**config.mk**
```make
export PLATFORM = sky130hd
export DESIGN_NAME = tinker_instr_encoder_flat
export DESIGN_NICKNAME = d
export VERILOG_FILES = /design/src/rtl/tinker_pkg.sv /design/src/rtl/tinker_instr_encoder_if.sv /design/src/rtl/tinker_field_pack.sv /design/src/rtl/tinker_instr_encoder.sv /design/src/flat_wrapper.sv
export SDC_FILE = /design/constraint.sdc
export NUM_CORES = 1
export LEC_CHECK = 0
export BUFFER_PORTS_ARGS = -buffer_cell sky130_fd_sc_hd__buf_2
export CAP_MARGIN = 20
export CORE_ASPECT_RATIO = 0.5
export CORE_UTILIZATION = 41
export CTS_CLUSTER_SIZE = 8
export DETAILED_ROUTE_END_ITERATION = 10
export REMOVE_ABC_BUFFERS = 1
export SYNTH_ARGS = -nofsm -noshare
export SYNTH_HDL_FRONTEND = slang
export SYNTH_HIERARCHICAL = 1
export SYNTH_SLANG_ARGS = --single-unit
```
**constraint.sdc**
```tcl
create_clock -name clk -period 4.1 [get_ports clk]
set_clock_uncertainty 0.2 [all_clocks]
set_input_delay 0.615 -clock clk [delete_from_list [all_inputs] [get_ports clk]]
set_output_delay 0.615 -clock clk [all_outputs]
set_load 0.02 [all_outputs]
```
**src/rtl/tinker_pkg.sv**
```systemverilog
// Shared Tinker ISA definitions: opcodes, instruction field layout,
// encoder FSM states and the field-tuple struct.
package tinker_pkg;

  // Opcodes (subset the loader and assembler refer to by name)
  localparam logic [4:0] OP_AND   = 5'h00;
  localparam logic [4:0] OP_OR    = 5'h01;
  localparam logic [4:0] OP_XOR   = 5'h02;
  localparam logic [4:0] OP_NOT   = 5'h03;
  localparam logic [4:0] OP_BR    = 5'h08;
  localparam logic [4:0] OP_CALL  = 5'h0C;
  localparam logic [4:0] OP_RET   = 5'h0D;
  localparam logic [4:0] OP_PRIV  = 5'h0F;
  localparam logic [4:0] OP_ADD   = 5'h18;
  localparam logic [4:0] OP_ADDI  = 5'h19;
  localparam logic [4:0] OP_SUB   = 5'h1A;
  localparam logic [4:0] OP_SUBI  = 5'h1B;
  localparam logic [4:0] OP_MUL   = 5'h1C;
  localparam logic [4:0] OP_DIV   = 5'h1D;
  localparam logic [4:0] OPC_MAX  = 5'h1D;  // highest legal opcode

  // Field widths and bit positions inside the 32-bit instruction word
  localparam int unsigned REG_W   = 5;
  localparam int unsigned LIT_W   = 12;
  localparam int unsigned OPC_LSB = 27;
  localparam int unsigned RD_LSB  = 22;
  localparam int unsigned RS_LSB  = 17;
  localparam int unsigned RT_LSB  = 12;
  localparam int unsigned LIT_LSB = 0;

  // Encoder FSM: idle, then one state per byte of the word (LSB first)
  typedef enum logic [2:0] {
    ST_IDLE = 3'd0,
    ST_WR0  = 3'd1,
    ST_WR1  = 3'd2,
    ST_WR2  = 3'd3,
    ST_WR3  = 3'd4
  } enc_state_e;

  typedef struct packed {
    logic [4:0]  opcode;
    logic [4:0]  rd;
    logic [4:0]  rs;
    logic [4:0]  rt;
    logic [11:0] literal;
  } tinker_fields_t;

endpackage

```
**src/rtl/tinker_instr_encoder_if.sv**
```systemverilog
// Field-tuple input handshake plus byte-wide instruction-memory write port.
interface tinker_instr_encoder_if;
  logic        clear;
  logic        in_valid;
  logic        in_ready;
  logic [4:0]  in_opcode;
  logic [4:0]  in_rd;
  logic [4:0]  in_rs;
  logic [4:0]  in_rt;
  logic [11:0] in_literal;
  logic        mem_we;
  logic [31:0] mem_addr;
  logic [7:0]  mem_wdata;
  logic        busy;
  logic        illegal;
  logic        full;
  logic [15:0] count;

  // Loader / test-harness side
  modport master (
    output clear, in_valid, in_opcode, in_rd, in_rs, in_rt, in_literal,
    input  in_ready, mem_we, mem_addr, mem_wdata, busy, illegal, full, count
  );

  // Encoder side
  modport slave (
    input  clear, in_valid, in_opcode, in_rd, in_rs, in_rt, in_literal,
    output in_ready, mem_we, mem_addr, mem_wdata, busy, illegal, full, count
  );
endinterface

```
**src/rtl/tinker_field_pack.sv**
```systemverilog
// Combinational packer: field tuple -> 32-bit Tinker word plus legal flag.
module tinker_field_pack
  import tinker_pkg::*;
(
  input  tinker_fields_t fields_i,
  output logic [31:0]    word_o,
  output logic           legal_o
);

  // Place each field at its bit position and flag reserved opcodes
  always_comb begin
    // NOTE: every output of a combinational block gets a default first so no latch is inferred.
    word_o                      = '0;
    word_o[OPC_LSB +: REG_W]    = fields_i.opcode;
    word_o[RD_LSB  +: REG_W]    = fields_i.rd;
    word_o[RS_LSB  +: REG_W]    = fields_i.rs;
    word_o[RT_LSB  +: REG_W]    = fields_i.rt;
    word_o[LIT_LSB +: LIT_W]    = fields_i.literal;
    legal_o                     = (fields_i.opcode <= OPC_MAX);
  end

endmodule

```
**src/rtl/tinker_instr_encoder.sv**
```systemverilog
// Accepts Tinker field tuples and writes each packed word little-endian,
// one byte per cycle, at an incrementing code address.
module tinker_instr_encoder
  import tinker_pkg::*;
#(
  parameter logic [31:0] BASE_ADDR  = 32'h0000_2000,
  parameter logic [31:0] LIMIT_ADDR = 32'h0008_0000
) (
  input  logic                   clk,
  input  logic                   reset_n,
  tinker_instr_encoder_if.slave  bus
);

  enc_state_e     state_q, state_d;
  logic [31:0]    ptr_q, ptr_d;
  logic [15:0]    count_q, count_d;
  logic [31:0]    word_q, word_d;
  logic           mem_we_q, mem_we_d;
  logic [31:0]    mem_addr_q, mem_addr_d;
  logic [7:0]     mem_wdata_q, mem_wdata_d;
  logic           illegal_q, illegal_d;
  logic           busy_q, busy_d;

  tinker_fields_t fields;
  logic [31:0]    packed_word;
  logic           legal;
  logic [32:0]    ptr_end;
  logic           full;
  logic           in_ready;

  assign fields = {bus.in_opcode, bus.in_rd, bus.in_rs, bus.in_rt, bus.in_literal};

  tinker_field_pack u_pack (
    .fields_i (fields),
    .word_o   (packed_word),
    .legal_o  (legal)
  );

  // 33-bit compare so a pointer near 2^32 cannot wrap into "not full"
  assign ptr_end  = {1'b0, ptr_q} + 33'd4;
  assign full     = (ptr_end > {1'b0, LIMIT_ADDR});
  assign in_ready = (state_q == ST_IDLE) && !full && !bus.clear;

  // Next-state, pointer/count update and registered-output precompute
  always_comb begin
    state_d     = state_q;
    ptr_d       = ptr_q;
    count_d     = count_q;
    word_d      = word_q;
    mem_we_d    = 1'b0;
    mem_addr_d  = mem_addr_q;
    mem_wdata_d = mem_wdata_q;
    illegal_d   = 1'b0;
    unique case (state_q)
      ST_IDLE: begin
        if (bus.clear) begin
          ptr_d   = BASE_ADDR;
          count_d = '0;
        end else if (bus.in_valid && in_ready) begin
          if (legal) begin
            word_d      = packed_word;
            state_d     = ST_WR0;
            mem_we_d    = 1'b1;
            mem_addr_d  = ptr_q;
            mem_wdata_d = packed_word[7:0];
          end else begin
            illegal_d = 1'b1;
          end
        end
      end
      ST_WR0: begin
        state_d     = ST_WR1;
        mem_we_d    = 1'b1;
        mem_addr_d  = ptr_q + 32'd1;
        mem_wdata_d = word_q[15:8];
      end
      ST_WR1: begin
        state_d     = ST_WR2;
        mem_we_d    = 1'b1;
        mem_addr_d  = ptr_q + 32'd2;
        mem_wdata_d = word_q[23:16];
      end
      ST_WR2: begin
        state_d     = ST_WR3;
        mem_we_d    = 1'b1;
        mem_addr_d  = ptr_q + 32'd3;
        mem_wdata_d = word_q[31:24];
      end
      ST_WR3: begin
        state_d = ST_IDLE;
        ptr_d   = ptr_q + 32'd4;
        count_d = (count_q == 16'hFFFF) ? count_q : count_q + 16'd1;
      end
      default: state_d = ST_IDLE;
    endcase
    busy_d = (state_d != ST_IDLE);
  end

  // State and output registers; reset abandons any partial word
  always_ff @(posedge clk or negedge reset_n) begin
    if (!reset_n) begin
      state_q     <= ST_IDLE;
      ptr_q       <= BASE_ADDR;
      count_q     <= '0;
      word_q      <= '0;
      mem_we_q    <= 1'b0;
      mem_addr_q  <= '0;
      mem_wdata_q <= '0;
      illegal_q   <= 1'b0;
      busy_q      <= 1'b0;
    end else begin
      // NOTE: sequential state uses non-blocking assignments so all registers update together.
      state_q     <= state_d;
      ptr_q       <= ptr_d;
      count_q     <= count_d;
      word_q      <= word_d;
      mem_we_q    <= mem_we_d;
      mem_addr_q  <= mem_addr_d;
      mem_wdata_q <= mem_wdata_d;
      illegal_q   <= illegal_d;
      busy_q      <= busy_d;
    end
  end

  assign bus.in_ready  = in_ready;
  assign bus.full      = full;
  assign bus.mem_we    = mem_we_q;
  assign bus.mem_addr  = mem_addr_q;
  assign bus.mem_wdata = mem_wdata_q;
  assign bus.illegal   = illegal_q;
  assign bus.busy      = busy_q;
  assign bus.count     = count_q;

endmodule

```
**src/flat_wrapper.sv**
```systemverilog
// flat-port wrapper written by rule: the top's interface ports become plain ports
module tinker_instr_encoder_flat import tinker_pkg::*;
#(
  parameter logic [31:0] BASE_ADDR  = 32'h0000_2000,
  parameter logic [31:0] LIMIT_ADDR = 32'h0008_0000
)
  (clk, reset_n, bus_clear, bus_in_valid, bus_in_opcode, bus_in_rd, bus_in_rs, bus_in_rt, bus_in_literal, bus_in_ready, bus_mem_we, bus_mem_addr, bus_mem_wdata, bus_busy, bus_illegal, bus_full, bus_count);
  tinker_instr_encoder_if bus_i ();
  input  logic clk;
  input  logic reset_n;
  input wire logic [$bits(bus_i.clear)-1:0] bus_clear;
  input wire logic [$bits(bus_i.in_valid)-1:0] bus_in_valid;
  input wire logic [$bits(bus_i.in_opcode)-1:0] bus_in_opcode;
  input wire logic [$bits(bus_i.in_rd)-1:0] bus_in_rd;
  input wire logic [$bits(bus_i.in_rs)-1:0] bus_in_rs;
  input wire logic [$bits(bus_i.in_rt)-1:0] bus_in_rt;
  input wire logic [$bits(bus_i.in_literal)-1:0] bus_in_literal;
  output wire logic [$bits(bus_i.in_ready)-1:0] bus_in_ready;
  output wire logic [$bits(bus_i.mem_we)-1:0] bus_mem_we;
  output wire logic [$bits(bus_i.mem_addr)-1:0] bus_mem_addr;
  output wire logic [$bits(bus_i.mem_wdata)-1:0] bus_mem_wdata;
  output wire logic [$bits(bus_i.busy)-1:0] bus_busy;
  output wire logic [$bits(bus_i.illegal)-1:0] bus_illegal;
  output wire logic [$bits(bus_i.full)-1:0] bus_full;
  output wire logic [$bits(bus_i.count)-1:0] bus_count;
  assign bus_i.clear = bus_clear;
  assign bus_i.in_valid = bus_in_valid;
  assign bus_i.in_opcode = bus_in_opcode;
  assign bus_i.in_rd = bus_in_rd;
  assign bus_i.in_rs = bus_in_rs;
  assign bus_i.in_rt = bus_in_rt;
  assign bus_i.in_literal = bus_in_literal;
  assign bus_in_ready = bus_i.in_ready;
  assign bus_mem_we = bus_i.mem_we;
  assign bus_mem_addr = bus_i.mem_addr;
  assign bus_mem_wdata = bus_i.mem_wdata;
  assign bus_busy = bus_i.busy;
  assign bus_illegal = bus_i.illegal;
  assign bus_full = bus_i.full;
  assign bus_count = bus_i.count;
  tinker_instr_encoder #(.BASE_ADDR(BASE_ADDR), .LIMIT_ADDR(LIMIT_ADDR)) u_core (.clk(clk), .reset_n(reset_n), .bus(bus_i));
endmodule
```
[Yosys cells after proc, flatten, opt, wreduce, memory -nomap -nowiden]
Index checks and enable logic that the tools add are counted.
Word-level totals
  output and inout bits: 61
  word-level logic and storage cells: 67
  input bits: 36
  bits in registers: 126
Cells by class
  $add $sub $neg: 6
  magnitude comparators: 2
  eq/ne operators: 10
  reduce and logical (&&, ||, !) cells: 14
  multiplexer cells: 25
  bitwise logic cells: 1
Operators by type and width (count)
  32-bit two-way mux: 4
  32-bit case mux with 4 select lines: 1
  32-bit by 2-bit adder with 32-bit output (second input constant): 2
  32-bit case mux with 2 select lines: 1
  32-bit by 3-bit adder with 33-bit output (second input constant): 1
  33-bit by 20-bit > comparator with 1-bit output (second input constant): 1
  32-bit by 1-bit adder with 32-bit output (second input constant): 1
  32-bit by 3-bit adder with 32-bit output (second input constant): 1
  16-bit two-way mux: 2
  16-bit case mux with 2 select lines: 1
  8-bit case mux with 4 select lines: 1
  8-bit two-way mux: 3
  16-bit by 1-bit adder with 16-bit output (second input constant): 1
  16-bit == test (second input constant): 1
  3-bit case mux with 4 select lines: 1
  3-bit two-way mux: 3
  2-bit != test (second input constant): 4
  4-bit AND reduction: 2
  1-bit two-way mux: 7
  3-bit by 2-bit == test with 1-bit output (second input constant): 2
  5-bit less-or-equal comparator (second input constant): 1
  4-bit nonzero test: 1
  3-bit by 1-bit == test with 1-bit output (second input constant): 1
  3-bit == test (second input constant): 1
  other kinds (11): 14

[Depth between registers and ports, before layout]
  depth in word-level cells: 10
  gate-level depth with buffers: 11
  mapped depth without buffers: 9

[Cells and area by module]
The synthesis kept the hierarchy.
By module, submodules not included
  tinker_instr_encoder: cells each 556, sequential area each 2904.0 um^2, times used 1, area each 6007.0 um^2
  tinker_field_pack: cells each 33, sequential area each 0.0 um^2, times used 1, area each 246.5 um^2

[Least setup slack after synthesis]
OpenSTA, ideal clock, no wires.
  kind: register to output
  start point: reg u_core.ptr_q[2]
  end point: out bus_in_ready
  slack: 652 ps
  buffers on the path: 1
  stages on the path, launching flop included: 10
  data required time: 3285 ps
  arrival: 2633 ps
  path through: dfrtp_1 > ha_1 > nand4_1 > nor4_1 > nand4_1 > mux2_2 > o211ai_1 > nor4_4 > clkbuf_1 > and2_1
Between the ends
  word-level cells in the longest chain between the ends: 5
RTL lines
  start: declaration: RTL line tinker_instr_encoder.sv:15  | logic [31:0] ptr_q, ptr_d;
  start signal: assignment: RTL line tinker_instr_encoder.sv:114  | ptr_q <= ptr_d;
  32-bit by 3-bit adder with 33-bit output: RTL line tinker_instr_encoder.sv:40  | assign ptr_end = {1'b0, ptr_q} + 33'd4;
  33-bit by 20-bit > comparator with 1-bit output: RTL line tinker_instr_encoder.sv:41  | assign full = (ptr_end > {1'b0, LIMIT_ADDR});
  1-bit logical NOT: RTL line tinker_instr_encoder.sv:42  | assign in_ready = (state_q == ST_IDLE) && !full && !bus.clear;
  1-bit logical AND (2 in a row): RTL line tinker_instr_encoder.sv:42
  end: declaration: RTL line flat_wrapper.sv:18  | output wire logic [$bits(bus_i.in_ready)-1:0] bus_in_ready;
Every way passes these cells.

[Worst setup path after layout]
Same ends and word-level chain as after synthesis.

==> run metrics <==
outcome completed; register area 2910 um^2; Cell Rows 31; I/O pins 97; die area 15,800 um^2; Fin. Hold Viols 0; leakage power 3.45 nW; Multi-input gate area 2880 um^2; vias in the first global route 4,357; initial antenna violation count 0; Crit path depth 11; most common cell after layout, fill and taps aside dfrtp_1; fillers 1,375; TritonCTS buffer count 17; Vias/cell 5.39; Area Overhead vs Synth 16.0%; worst setup margin 0.147 ns; I/O Buffers 96; Slew Limit Fails 0; clock-pin transition on the worst setup and hold timing paths 0.06 ns; Sinks on Clock Net 116; critical path required time 3.28 ns; TritonRoute pass-1 iters 5; CP endpoint kind output pin; beginning of the worst register-to-register path u_core/ptr_q[2]$_DFFE_PN0P_; dpl cells 816; largest net degree at the start of global routing 72; residual DRC count 0; worst slew pin tran 0.913 ns; detailed-route via count 4,587; final setup fails 0; initial DRC count 258; ys flop type dfrtp_1; WS Path Type register to output pin; Root Buffer clkbuf_16; Fmax 253 MHz; initial core utilization 42.7%; Max stage delay cell, worst path dfrtp_2; FFs w/ async S/R, synth 100%; worst-path fanout max 12; core footprint 14,700 um^2; EDFF count, synth 0; Tcrit/Tclk final 96.4%; Die W 177 um; worst endpoint data arrival time 3.14 ns; Hold Path Class input pin to asynchronous set/reset pin; commonest non-fill, non-tap cells in the layout 112 x dfrtp_1, 95 x buf_2, 47 x mux2_4; Worst Reg-to-Reg Cells 11; CP top delay family simple AND/OR/NAND/NOR gates; post-synthesis sequential area ratio 46.4%; drt wl/cell 16.5 um; diode count 0; mapped cell area 6250 um^2; post-synth cell types 56; first-pass GRT wire length 22,800 um; crit start category register; Syn Area/Cell 10.6 um^2; dpl ws 0.321 ns; CP max stage delay 0.42 ns; Die Ht 89.3 um; Total Routing Usage GR 18.7%; WP buf/inv 3; Reg-to-Reg End u_core/word_q[17]$_DFFE_PN0P_; CP Cell Sequence ha_2, nand4_1, buf_4, nor4_2, nand4_1, mux2_2, o211ai_1, nor4_4, buf_6, and2_1, buf_2; R2R Setup Slk 0.53 ns; dpl hpwl 9240 um; Tmin final 3.95 ns; #FFs+latches synth 116; Post-CTS Hold Fix Bufs 0; relative slew slack 39.1%; antenna viol nets, final 0; PwrDens 606 nW/um^2; Nets 678; Bufs on Longest Clock Path 2; number of max-cap violations 0; CTS tree built; DRT Wirelength 14,000 um; Peak VDD IR 0.375 mV; worst skew pair latency 0.41 ns; share of post-route cells with drive strength above 1 32.9%; Clock H-tree levels 4; grt total ovfl 0; Post-Layout Cell Count 851; CP dominant cell by count nand4_1; GP Congestion 0.808; Ys Warns 6; Synth Instances 589
-- synthesized netlist by cell type (all sizes together) (12+ instances only) --
cell / number / area [um^2]
nand4: 16 / 100
dfrtp: 115 / 2880
nor2: 43 / 161
clkbuf: 29 / 114
a31oi: 13 / 87.6
o21ai: 43 / 215
buf: 47 / 352
nand3: 22 / 140
nand2: 47 / 179
mux2: 57 / 818
a21oi: 12 / 60.1
-- stage by stage --
| stage | utilization (%) | setup TNS (ns) | hold slack [ns] | power [mW] | instance area, um^2 |
|---|---|---|---|---|---|
| after floorplan | - | -3.70 | 0.119 | 2.55 | 5790 |
| after global placement | 45.2 | 0 | 0.273 | 2.95 | 6630 |
| after detailed placement | 45.2 | 0 | 0.271 | 2.98 | 6630 |
| after CTS | 49.2 | 0 | 0.167 | 4.44 | 7220 |
| after global routing | 49.5 | -0.00168 | 0.199 | 4.65 | 7250 |
| final | 49.5 | 0 | 0.126 | 4.40 | 7250 |
-- routing by layer --
layer	wire (um)	GRT usage, %
met3	708	4.25
met4	137	6.43
met5	0	0
met1	7280	26.8
met2	5920	28.0
-- timing repair --
| item | in CTS | in global routing |
|---|---|---|
| setup buffers | 0 | 3 |
| setup endpoints to repair | 1 | 2 |
| gates resized for setup | 1 | 6 |
| pin swaps | 0 | 2 |
-- final cells by class --
class / instances / share of cell area, %
clock buffers: 19 / 6.11
repair buffers: 108 / 8.30
multi-input cells: 387 / 39.7
inverters: 10 / 0.517
clock inverters: 13 / 1.86
flip-flops and latches: 116 / 40.1
well taps: 198 / 3.41
-- report_power, final --
| part | switching (mW) | total [mW] | internal [mW] | leakage (nW) |
|---|---|---|---|---|
| logic | 0.715 | 1.33 | 0.619 | 1.66 |
| registers | 0.230 | 1.62 | 1.39 | 1.52 |
| clock network | 0.536 | 1.44 | 0.905 | 0.271 |
| total | 1.48 | 4.40 | 2.92 | 3.45 |
-- how the worst max path moves through the flow --
stage                     slack [ns]                                  end                        start
after global placement          0.51        u_core/word_q[28]$_DFFE_PN0P_  u_core/ptr_q[2]$_DFFE_PN0P_
after CTS                       0.01                         bus_in_ready  u_core/ptr_q[2]$_DFFE_PN0P_
after detailed placement        0.32        u_core/word_q[15]$_DFFE_PN0P_  u_core/ptr_q[2]$_DFFE_PN0P_
after global routing          -0.002                         bus_in_ready  u_core/ptr_q[2]$_DFFE_PN0P_
final                           0.15                         bus_in_ready  u_core/ptr_q[2]$_DFFE_PN0P_
after floorplan                -0.12  u_core/bus.mem_addr[10]$_DFFE_PN0P_  u_core/ptr_q[2]$_DFFE_PN0P_
-- state kept, by name (all words and copies together), names as in the netlist --
signal and cells:
u_core/bus.mem_we 1, u_core/bus.busy 1, u_core/bus.count 16, u_core/bus.mem_wdata 8, u_core/bus.mem_addr 32, u_core/state_q 3
u_core/bus.illegal 1, u_core/ptr_q 30, u_core/word_q 24
-- cell families (layout without fill, tap and decap cells) --
logic type	Yosys count	in the layout	synth area share [%]
xor+xnor	17	17	2.38
buf+inv	86	150	8.04
flops	116	116	46.4
compound gates	113	113	11.9
simple gates	189	189	16.3
fa+ha+maj	2	2	0.400
mux	66	66	14.5
(Power assumes the default switching activity.)
